File: src/rtl/wc_tile_loader_if.sv
// Sample-in / tile-out handshake bundle for wc_tile_loader.
// master drives samples and consumes tiles; slave is the loader.
interface wc_tile_loader_if #(
  parameter int unsigned W    = 10,
  parameter int unsigned TILE = 6
);
  logic [W-1:0]      in_data;
  logic              in_valid;
  logic              in_last;
  logic              in_ready;
  logic [W*TILE-1:0] tile_data;
  logic              tile_valid;
  logic              tile_last;
  logic              tile_ready;

  modport master (
    output in_data, in_valid, in_last, tile_ready,
    input  in_ready, tile_data, tile_valid, tile_last
  );

  modport slave (
    input  in_data, in_valid, in_last, tile_ready,
    output in_ready, tile_data, tile_valid, tile_last
  );
endinterface

File: src/rtl/wc_tile_loader.sv
// Assembles overlapping Winograd input tiles (TILE = M+R-1, stride M) from a sample stream.
// Optional macro WC_TILE_LEFT_PAD_EN pre-loads (R-1)/2 zero samples at the start of each row.
module wc_tile_loader #(
  parameter int unsigned W = 10,
  parameter int unsigned M = 2,
  parameter int unsigned R = 5
) (
  input  logic            clk,
  input  logic            rst,
  wc_tile_loader_if.slave bus
);
  localparam int unsigned TILE = M + R - 1;
  localparam int unsigned CW   = $clog2(TILE + 1);
`ifdef WC_TILE_LEFT_PAD_EN
  localparam int unsigned LPAD = (R - 1) / 2;
`else
  localparam int unsigned LPAD = 0;
`endif

  localparam logic [1:0] FILL   = 2'd0;
  localparam logic [1:0] STEADY = 2'd1;
  localparam logic [1:0] FLUSH  = 2'd2;
  localparam logic [1:0] EMIT   = 2'd3;

  logic [1:0]               state, state_n;
  logic [CW-1:0]            cnt, cnt_n;
  logic [CW-1:0]            pad, pad_n;
  logic [TILE-1:0][W-1:0]   win, win_n;
  logic                     last, last_n;
  logic                     ready, valid;
  logic                     accept;
  logic [CW-1:0]            cnt_inc;

  assign accept  = bus.in_valid && ready;
  assign cnt_inc = cnt + CW'(1);

  // Next-state: FILL counts a full window, STEADY counts one stride, FLUSH shifts in zeros.
  always_comb begin
    state_n = state;
    cnt_n   = cnt;
    pad_n   = pad;
    win_n   = win;
    last_n  = last;
    case (state)
      FILL: begin
        if (accept) begin
          win_n = {bus.in_data, win[TILE-1:1]};
          cnt_n = cnt_inc;
          if (cnt_inc == CW'(TILE)) begin
            state_n = EMIT;
            last_n  = bus.in_last;
          end else if (bus.in_last) begin
            state_n = FLUSH;
            pad_n   = CW'(TILE) - cnt_inc;
          end
        end
      end
      STEADY: begin
        if (accept) begin
          win_n = {bus.in_data, win[TILE-1:1]};
          cnt_n = cnt_inc;
          if (cnt_inc == CW'(M)) begin
            state_n = EMIT;
            last_n  = bus.in_last;
          end else if (bus.in_last) begin
            state_n = FLUSH;
            pad_n   = CW'(M) - cnt_inc;
          end
        end
      end
      FLUSH: begin
        win_n = {W'(0), win[TILE-1:1]};
        pad_n = pad - CW'(1);
        if (pad == CW'(1)) begin
          state_n = EMIT;
          last_n  = 1'b1;
        end
      end
      EMIT: begin
        if (bus.tile_ready) begin
          if (last) begin
            state_n = FILL;
            win_n   = '0;
            cnt_n   = CW'(LPAD);
            last_n  = 1'b0;
          end else begin
            state_n = STEADY;
            cnt_n   = '0;
          end
        end
      end
    endcase
  end

  // Handshake flags are registered from the next state so they line up with it.
  always_ff @(posedge clk) begin
    if (!rst) begin
      state <= FILL;
      cnt   <= CW'(LPAD);
      pad   <= '0;
      win   <= '0;
      last  <= 1'b0;
      ready <= 1'b0;
      valid <= 1'b0;
    end else begin
      state <= state_n;
      cnt   <= cnt_n;
      pad   <= pad_n;
      win   <= win_n;
      last  <= last_n;
      ready <= (state_n == FILL) || (state_n == STEADY);
      valid <= (state_n == EMIT);
    end
  end

  assign bus.in_ready   = ready;
  assign bus.tile_valid = valid;
  assign bus.tile_last  = last;
  assign bus.tile_data  = win;
endmodule

File: src/flat_wrapper.sv
// flat-port wrapper written by rule: the top's interface ports become plain ports
module wc_tile_loader_flat 
#(
  parameter int unsigned W = 10,
  parameter int unsigned M = 2,
  parameter int unsigned R = 5
)
  (clk, rst, bus_in_data, bus_in_valid, bus_in_last, bus_tile_ready, bus_in_ready, bus_tile_data, bus_tile_valid, bus_tile_last);
  wc_tile_loader_if #(.W(W), .TILE((M + R - 1))) bus_i ();
  input  logic clk;
  input  logic rst;
  input wire logic [$bits(bus_i.in_data)-1:0] bus_in_data;
  input wire logic [$bits(bus_i.in_valid)-1:0] bus_in_valid;
  input wire logic [$bits(bus_i.in_last)-1:0] bus_in_last;
  input wire logic [$bits(bus_i.tile_ready)-1:0] bus_tile_ready;
  output wire logic [$bits(bus_i.in_ready)-1:0] bus_in_ready;
  output wire logic [$bits(bus_i.tile_data)-1:0] bus_tile_data;
  output wire logic [$bits(bus_i.tile_valid)-1:0] bus_tile_valid;
  output wire logic [$bits(bus_i.tile_last)-1:0] bus_tile_last;
  assign bus_i.in_data = bus_in_data;
  assign bus_i.in_valid = bus_in_valid;
  assign bus_i.in_last = bus_in_last;
  assign bus_i.tile_ready = bus_tile_ready;
  assign bus_in_ready = bus_i.in_ready;
  assign bus_tile_data = bus_i.tile_data;
  assign bus_tile_valid = bus_i.tile_valid;
  assign bus_tile_last = bus_i.tile_last;
  wc_tile_loader #(.W(W), .M(M), .R(R)) u_core (.clk(clk), .rst(rst), .bus(bus_i));
endmodule
File: config.mk
export PLATFORM = sky130hd
export DESIGN_NAME = wc_tile_loader_flat
export DESIGN_NICKNAME = d
export VERILOG_FILES = /design/src/rtl/wc_tile_loader_if.sv /design/src/rtl/wc_tile_loader.sv /design/src/flat_wrapper.sv
export SDC_FILE = /design/constraint.sdc
export NUM_CORES = 1
export LEC_CHECK = 0
export ABC_CLOCK_PERIOD_IN_PS = 2200
export CORE_MARGIN = 4
export CORE_UTILIZATION = 48
export CTS_CLUSTER_SIZE = 16
export DETAILED_ROUTE_END_ITERATION = 7
export PLACE_DENSITY = 0.86
export SYNTH_ARGS = -nofsm -noshare
export SYNTH_HDL_FRONTEND = slang
export SYNTH_SLANG_ARGS = --single-unit
File: constraint.sdc
create_clock -name clk -period 2.2 [get_ports clk]
set_input_delay 0.33 -clock clk [delete_from_list [all_inputs] [get_ports clk]]
set_output_delay 0.33 -clock clk [all_outputs]
set_load 0.03 [all_outputs]
==> run_results.csv, run 1 <==
group,metric,value,unit
die,start_util,49.9,%
finish,fill_cells,504,
routing,drt_first_pass_iters,4,
sta,rsz0062_at_grt,"no",
yosys,netlist-cell-type-count,43,
routing,drc_errors,0,
power_and_ir_drop,p_leak,0.00136,uW
sta,maxSlewHeadroom,69.5,%
routing,ant_nets,0,
placement,portBuffers,77,
yosys,avgSynthCellArea,8.35,sq um
finish,mostFrequentLayoutCell,"clkdlybuf4s50_1",
grt,grt_pass1_wl,12400,um
routing,viasPerCell,5.53,
sta,finClkSkew,14.4,ps
setup_path,timing.rr.end,"u_core.bus.tile_data[54]",
die,ios,78,
placement,dp_cells,487,
setup_path,reg2reg_depth,7,
clock_network,clk_pin_slew,80,ps
min_path,hp-start,"u_core.bus.tile_data[8]",
yosys,postSynthCellCount,358,
power_and_ir_drop,vdd_drop_max,0.819,mV
grt,antenna_found_initial,0,
setup_path,cp_max_fo,60,
routing,dr_total_vias,2784,
placement,dpl.hpwl,5040,um
finish,fin_area,0.00402,sq mm
clock_network,cts_tree,"yes",
run_status,status,"complete, no violations",
grt,track_usage,20.6,%
grt,use_met3,7.47,%
grt,met1_usage,26.7,%
setup_path,reg2reg_from,"u_core.state[0]",
setup_path,path_class,"reg2reg",
placement,gp_congestion,0.833,
sta,finalCritPeriodShare,91.5,%
sta,setup_viol,0,
min_path,hold_end,"u_core.bus.tile_data[8]",
yosys,syn-num-nets,382,
setup_path,r2r_slack,190,ps
min_path,min_delay_path_depth,2,
grt,use_met2,31.0,%
die,die_area,0.00755,sq mm
placement,placed_area,0.00383,sq mm
die,design.core.area,0.00599,sq mm
sta,whs,457,ps
min_path,hold_class,"reg2reg",
routing,drt-initial-drc-count,236,
yosys,synth_edf_count,0,
routing,wl_per_cell,15.0,um
yosys,synth_area,0.00299,sq mm
setup_path,cp-start-kind,"flip-flop",
power_and_ir_drop,powerDensity,1330,mW/mm^2
setup_path,worstPathRequired,2480,ps
clock_network,cts_num_sinks,71,
finish,nNetsFinal,447,
clock_network,post_cts_buffers,0,
yosys,async_flop_share,0,%
clock_network,htree_num_levels,3,
sta,final_hold_viol_count,0,
clock_network,cts_made_buffers,9,
grt,busiest_layer,"met2",
yosys,synth_seq_cells,71,
grt,grt_max_degree,61,
clock_network,cts_root_buffer,"clkbuf_8",
setup_path,arrival,2290,ps
sta,fmax,0.497,GHz
sta,drv_slew,0,
die,rows,28,
die,fp.dieH,86.9,um
die,dieWidth,86.9,um
finish,drive_gt1_share,7.48,%
sta,fin_setup_tns,0,ps
sta,period_needed,2010,ps
finish,final_cell_mix,"clkdlybuf4s50_1, dfxtp_1, nand2_1",
clock_network,cts_resized,0,
yosys,ys_warn_count,0,
finish,num_antenna_cells,0,
routing,wirelength,7540,um
yosys,synth_ff_type,"dfxtp_1",
grt,grt_pass1_vias,2645,
clock_network,clk_latency,350,ps
finish,area_delta_synth_final,34.5,%
clock_network,hold_buffers,0,
finish,fin_cells,503,
yosys,seq_area_frac_synth,47.6,%
finish,finish.utilization,67.1,%
clock_network,cts_buffer_depth,2,
job,maxCapViolCount,0,
setup_path,end_kind,"flip-flop",
sta,tightestPinTransition,455,ps
grt,overflow,0,
## flip-flops by register name, indices dropped and copies added (netlist names)
| name | count |
|---|---|
| u_core.bus.tile_data | 60 |
| u_core.bus.tile_valid | 1 |
| u_core.cnt | 3 |
| u_core.bus.tile_last | 1 |
| u_core.pad | 3 |
| u_core.bus.in_ready | 1 |
| u_core.state | 2 |
## stage by stage
step | power [uW] | setup WS [ps]
6_report | 5340 | 186
5_1_grt | 5690 | 6.01
4_1_cts | 5340 | 201
3_5_place_dp | 4320 | 225
3_3_place_gp | 4240 | 313
2_1_floorplan | 3550 | 413
## report_power, final
group | internal [uW] | total (uW) | switching [uW]
sequential | 1480 | 1660 | 183
clock | 524 | 1010 | 489
combinational | 985 | 2660 | 1680
## critical path, cell delays in order, from the launching register on
cell and delay, ps:
dfxtp_1 350, inv_1 160, ha_1 440, a2bb2oi_2 310
a21o_2 170, buf_12 250, a22oi_1 150, nor2_1 100
## area by class of cell
| class | count | area, sq um | share of cell area, % |
|---|---|---|---|
| clock buffer | 11 | 131 | 3.27 |
| clock inverter | 5 | 58.8 | 1.46 |
| inverter | 8 | 30.0 | 0.747 |
| multi-input combinational | 250 | 1420 | 35.3 |
| sequential | 71 | 1420 | 35.4 |
| tap | 75 | 93.8 | 2.33 |
| timing repair buffer | 83 | 866 | 21.5 |
## Yosys cell counts, types with 2 or more instances
library cell  number  area (sq um)
a21boi_0           2          15.0
a21oi_1           53           265
a22oi_1           10          75.1
and2_1             2          12.5
buf_2             16          80.1
clkbuf_1          13          48.8
dfxtp_1           71          1420
ha_1               9           113
inv_1              8          30.0
nand2_1           56           210
nand2b_1           4          25.0
nand3_1           51           255
nor2_1            15          56.3
nor2b_1            2          12.5
nor3_1             7          35.0
o211ai_1           2          15.0
o21ai_0            3          15.0
o21ai_1            2          10.0
o22ai_1            6          37.5
xnor2_1            2          17.5
xor2_1             2          17.5
## worst max-delay path by stage
stage / from / endpoint / slack, ps
after CTS: u_core.state[0] / u_core.bus.tile_data[54] / 200
after global placement: bus_in_valid / u_core.bus.tile_valid / 310
after floorplan: u_core.state[1] / u_core.bus.tile_data[50] / 410
final: u_core.state[0] / u_core.bus.tile_data[54] / 190
after detailed placement: u_core.state[1] / u_core.bus.tile_data[54] / 220
after global routing: u_core.state[0] / u_core.bus.tile_data[41] / 6
## cell families after synthesis
group                    after synthesis  share of synthesized area [%]
buffers and inverters                 37                           5.32
AND/OR/NAND/NOR                      142                           21.4
flip-flops                            71                           47.6
adder cells (fa/ha/maj)                9                           3.77
AO/OA/AOI/OAI                         94                           20.2
XOR/XNOR                               5                           1.72
## layer usage
metal,part of all wire [%],wire length [um]
met5,0,0
met4,1.5,112
met3,9.0,679
met2,46,3480
met1,43,3260
Note: power is estimated with default switching activity, not from simulation.
==> run 2: changes to the inputs <==
CORE_MARGIN = not set   (was 4)
==> run_results.csv, run 2 (same netlist as run 1, synthesis figures left out) <==
group,metric,value,unit
clock_network,cts_num_sinks,71,
routing,drc_errors,0,
sta,finalCritPeriodShare,91.3,%
clock_network,post_cts_buffers,0,
sta,fin_setup_tns,0,ps
setup_path,end_kind,"flip-flop",
clock_network,hold_buffers,0,
die,dieWidth,80.9,um
clock_network,htree_num_levels,3,
placement,placed_area,0.00384,sq mm
run_status,status,"complete, no violations",
setup_path,path_buf_inv,2,
die,start_util,50.2,%
sta,rsz0062_at_grt,"no",
power_and_ir_drop,seq_power_share,31.0,%
die,rows,28,
setup_path,worstPathRequired,2480,ps
sta,finClkSkew,9.20,ps
routing,dr_total_vias,2814,
sta,maxSlewHeadroom,68.6,%
finish,area_delta_synth_final,35.0,%
routing,wl_per_cell,14.9,um
routing,drt-initial-drc-count,238,
grt,antenna_found_initial,0,
power_and_ir_drop,p_leak,0.00137,uW
setup_path,cp_max_fo,10,
finish,num_antenna_cells,0,
routing,ant_nets,0,
setup_path,cp_slowest_cell,"dfxtp_1",
routing,drt_first_pass_iters,4,
grt,grt_pass1_wl,12400,um
setup_path,timing.rr.end,"u_core.bus.tile_data[56]",
die,ios,78,
finish,final_cell_mix,"clkdlybuf4s50_1, dfxtp_1, nand2_1",
grt,overflow,0,
grt,grt_pass1_vias,2659,
clock_network,cts_buffer_depth,2,
finish,mostFrequentLayoutCell,"clkdlybuf4s50_1",
placement,portBuffers,77,
setup_path,cp_cell_sequence,"inv_1 > ha_1 > a2bb2oi_2 > nor3_1 > buf_4 > a22oi_1 > nor2_1",
power_and_ir_drop,powerDensity,1330,mW/mm^2
grt,track_usage,24.5,%
min_path,hold_end,"u_core.bus.tile_data[4]",
placement,dpl.hpwl,4970,um
sta,drv_slew,0,
sta,period_needed,2010,ps
setup_path,path_class,"reg2reg",
die,design.core.area,0.00596,sq mm
clock_network,cts_made_buffers,9,
clock_network,clk_latency,350,ps
placement,gp_congestion,0.955,
setup_path,cp-start-kind,"flip-flop",
finish,fin_area,0.00403,sq mm
clock_network,cts_tree,"yes",
setup_path,r2r_slack,190,ps
power_and_ir_drop,intPower,3000,uW
power_and_ir_drop,power_frac_comb,49.8,%
clock_network,cts_resized,0,
power_and_ir_drop,switching_share,44.2,%
setup_path,timing.critical_path.slowest_cell_delay,490,ps
power_and_ir_drop,power.total,5370,uW
min_path,hp-start,"u_core.bus.tile_data[4]",
die,die_area,0.00654,sq mm
grt,grt_max_degree,61,
min_path,hold_class,"reg2reg",
sta,fmax,0.498,GHz
clock_network,cts_root_buffer,"clkbuf_8",
setup_path,critPathTopFamily,"flip-flops",
job,maxCapViolCount,0,
setup_path,worstSetupStartpoint,"u_core.state[1]",
sta,setup_viol,0,
sta,final_hold_viol_count,0,
finish,drive_gt1_share,8.16,%
setup_path,reg2reg_from,"u_core.state[1]",
min_path,min_delay_path_depth,2,
power_and_ir_drop,clkPwrFrac,19.2,%
routing,viasPerCell,5.58,
finish,largest_reg_flops,60,
die,fp.dieH,80.9,um
power_and_ir_drop,switching_power,2380,uW
routing,wirelength,7500,um
setup_path,reg2reg_depth,7,
clock_network,clk_pin_slew,80,ps
power_and_ir_drop,vdd_drop_max,0.964,mV
sta,tightestPinTransition,467,ps
finish,nNetsFinal,448,
setup_path,arrival,2280,ps
## run 2: metrics by stage
| step | util [%] | instances | hold slack [ps] | setup WS [ps] |
|---|---|---|---|---|
| 2_1_floorplan | - | 358 | 448 | 413 |
| 3_3_place_gp | 64.4 | 488 | 440 | 306 |
| 3_5_place_dp | 64.4 | 488 | 447 | 267 |
| 4_1_cts | 67.7 | 504 | 457 | 222 |
| 5_1_grt | 67.7 | 504 | 469 | 49.1 |
| 6_report | 67.7 | 504 | 453 | 190 |
## run 2: power groups by stage
stage,Sequential (uW),Combinational (uW),Clock (uW)
2_1_floorplan,1910,1640,0
3_3_place_gp,1680,2590,0
3_5_place_dp,1680,2640,0
4_1_cts,1660,2650,1050
5_1_grt,1690,2930,1110
6_report,1660,2680,1030
## run 2: layout make-up
class | count | area [sq um]
inverter | 8 | 30.0
clock buffer | 9 | 124
multi-input combinational | 250 | 1420
timing repair buffer | 84 | 873
tap | 75 | 93.8
clock inverter | 7 | 72.6
fill | 523 | 1920
sequential | 71 | 1420
## run 2: worst max-delay path by stage
stage	cells past startpoint	to	slack, ps
2_1_floorplan	9	u_core.bus.tile_data[50]	410
3_3_place_gp	5	u_core.bus.tile_valid	310
3_5_place_dp	7	u_core.bus.tile_data[50]	270
4_1_cts	7	u_core.bus.tile_data[56]	220
5_1_grt	7	u_core.bus.tile_data[58]	50
6_report	7	u_core.bus.tile_data[56]	190
## run 2: metal layers
layer / up-vias / global-route usage, % / share of wire, %
met2: 92 / 38.5 / 46
met1: 1325 / 31.3 / 44
met3: 14 / 7.53 / 7.6
met5: - / 0 / 0
met4: 0 / 9.64 / 1.9
li1: 1383 / - / -
## run 2: tightest hold or removal path, stage by stage (launching register included)
cell	delay, ps
dfxtp_1	310
nand2_1	50
a21oi_1	50
==> run 3: changes to the inputs <==
SETUP_SLACK_MARGIN = 0.2   (was not set)
==> run_results.csv, run 3 (same netlist as run 1, synthesis figures left out) <==
group,metric,value,unit
power_and_ir_drop,powerDensity,1340,mW/mm^2
setup_path,end_kind,"flip-flop",
power_and_ir_drop,vdd_drop_max,0.961,mV
routing,drt_first_pass_iters,4,
routing,wl_per_cell,15.1,um
finish,num_antenna_cells,0,
clock_network,clk_pin_slew,80,ps
sta,rsz0062_at_grt,"yes",
sta,finalCritPeriodShare,88.3,%
run_status,status,"complete, no violations",
finish,area_delta_synth_final,36.1,%
setup_path,cp-start-kind,"flip-flop",
routing,drt-initial-drc-count,245,
die,design.core.area,0.00596,sq mm
finish,mostFrequentLayoutCell,"clkdlybuf4s50_1",
grt,grt_pass1_wl,12400,um
grt,antenna_found_initial,0,
grt,grt_max_degree,61,
die,die_area,0.00654,sq mm
setup_path,r2r_slack,260,ps
job,maxCapViolCount,0,
sta,fin_ws,257,ps
setup_path,reg2reg_from,"u_core.state[0]",
setup_path,reg2reg_depth,5,
sta,tightestPinTransition,638,ps
clock_network,htree_num_levels,3,
sta,fmax,0.515,GHz
sta,fin_setup_tns,0,ps
clock_network,cts_made_buffers,9,
sta,drv_slew,0,
routing,viasPerCell,5.56,
die,rows,28,
setup_path,timing.rr.end,"u_core.state[1]",
placement,pre_cts_ws,267,ps
finish,drive_gt1_share,9.09,%
finish,nNetsFinal,448,
setup_path,arrival,2160,ps
clock_network,post_cts_buffers,0,
placement,gp_congestion,0.955,
die,fp.dieH,80.9,um
min_path,hold_class,"reg2reg",
clock_network,clk_latency,350,ps
clock_network,cts_buffer_depth,2,
die,start_util,50.2,%
power_and_ir_drop,p_leak,0.00138,uW
finish,fill_cells,511,
routing,drc_errors,0,
routing,wirelength,7610,um
clock_network,cts_num_sinks,71,
sta,setup_viol,0,
routing,dr_total_vias,2802,
setup_path,cp_max_fo,7,
finish,largest_reg_flops,60,
placement,dpl.hpwl,4970,um
die,dieWidth,80.9,um
grt,track_usage,24.5,%
clock_network,cts_root_buffer,"clkbuf_8",
sta,final_hold_viol_count,0,
grt,grt_pass1_vias,2659,
setup_path,path_class,"reg2reg",
sta,finClkSkew,7.99,ps
min_path,hold_end,"u_core.bus.tile_data[4]",
sta,maxSlewHeadroom,56.4,%
clock_network,cts_tree,"yes",
finish,final_cell_mix,"clkdlybuf4s50_1, dfxtp_1, nand2_1",
grt,overflow,0,
setup_path,worstPathRequired,2420,ps
min_path,hp-start,"u_core.bus.tile_data[4]",
sta,whs,453,ps
min_path,min_delay_path_depth,2,
routing,ant_nets,0,
sta,period_needed,1940,ps
die,ios,78,
placement,portBuffers,77,
-- run 3: cell types whose count changed in the layout (fill, tap and decap cells not counted) --
cell / before / now
dfxtp_1: 71 / 70
dfxtp_2: 0 / 1
xor2_2: 1 / 0
nor3_2: 0 / 1
xor2_4: 0 / 1
a2bb2oi_4: 0 / 1
a2bb2oi_2: 1 / 0
nor3_1: 7 / 6
ha_2: 0 / 2
ha_1: 9 / 7
-- run 3: layer usage --
layer | track usage (%) | routed length (um) | up-vias
met4 | 9.64 | 150 | 0
met3 | 7.53 | 589 | 17
met1 | 31.3 | 3340 | 1287
met5 | 0 | 0 | -
li1 | - | - | 1386
met2 | 38.5 | 3530 | 112
-- run 3: cell type report --
type	instances	area (sq um)	area share [%]
Sequential cell	71	1420	35.0
Clock buffer	9	124	3.05
Multi-Input combinational cell	250	1450	35.7
Clock inverter	7	72.6	1.78
Tap cell	75	93.8	2.31
Timing Repair Buffer	84	873	21.5
Inverter	8	30.0	0.738
-- run 3: repair_timing --
action,in CTS,in global routing
setup endpoints to repair,0,65
hold buffers,0,0
resized for setup,0,6
-- run 3: metrics by stage --
stage	utilization, %	power, uW	std cells	cell area, sq um
2_1_floorplan	-	3550	358	2990
3_3_place_gp	64.4	4260	488	3840
3_5_place_dp	64.4	4330	488	3840
4_1_cts	67.7	5360	504	4030
5_1_grt	68.3	5800	504	4070
6_report	68.3	5460	504	4070
-- run 3: how the worst max path moves through the flow --
| stage | from | end | slack (ps) | depth (start not counted) |
|---|---|---|---|---|
| 2_1_floorplan | u_core.state[1] | u_core.bus.tile_data[50] | 410 | 9 |
| 3_3_place_gp | bus_in_valid | u_core.bus.tile_valid | 310 | 5 |
| 3_5_place_dp | u_core.state[1] | u_core.bus.tile_data[50] | 270 | 7 |
| 4_1_cts | u_core.state[1] | u_core.bus.tile_data[56] | 220 | 7 |
| 5_1_grt | u_core.state[0] | u_core.bus.tile_data[58] | 210 | 7 |
| 6_report | u_core.state[0] | u_core.state[1] | 260 | 5 |
-- run 3: critical path: stages (launching register included) --
cell       delay [ps]
dfxtp_1           360
ha_1              340
nor2b_1           220
a2111oi_0         630
buf_4             230
nor3_1             40
-- run 3: where the power goes --
part	switching [uW]	internal, uW	total, uW
Combinational	1720	1030	2760
Sequential	188	1480	1670
Clock	508	525	1030
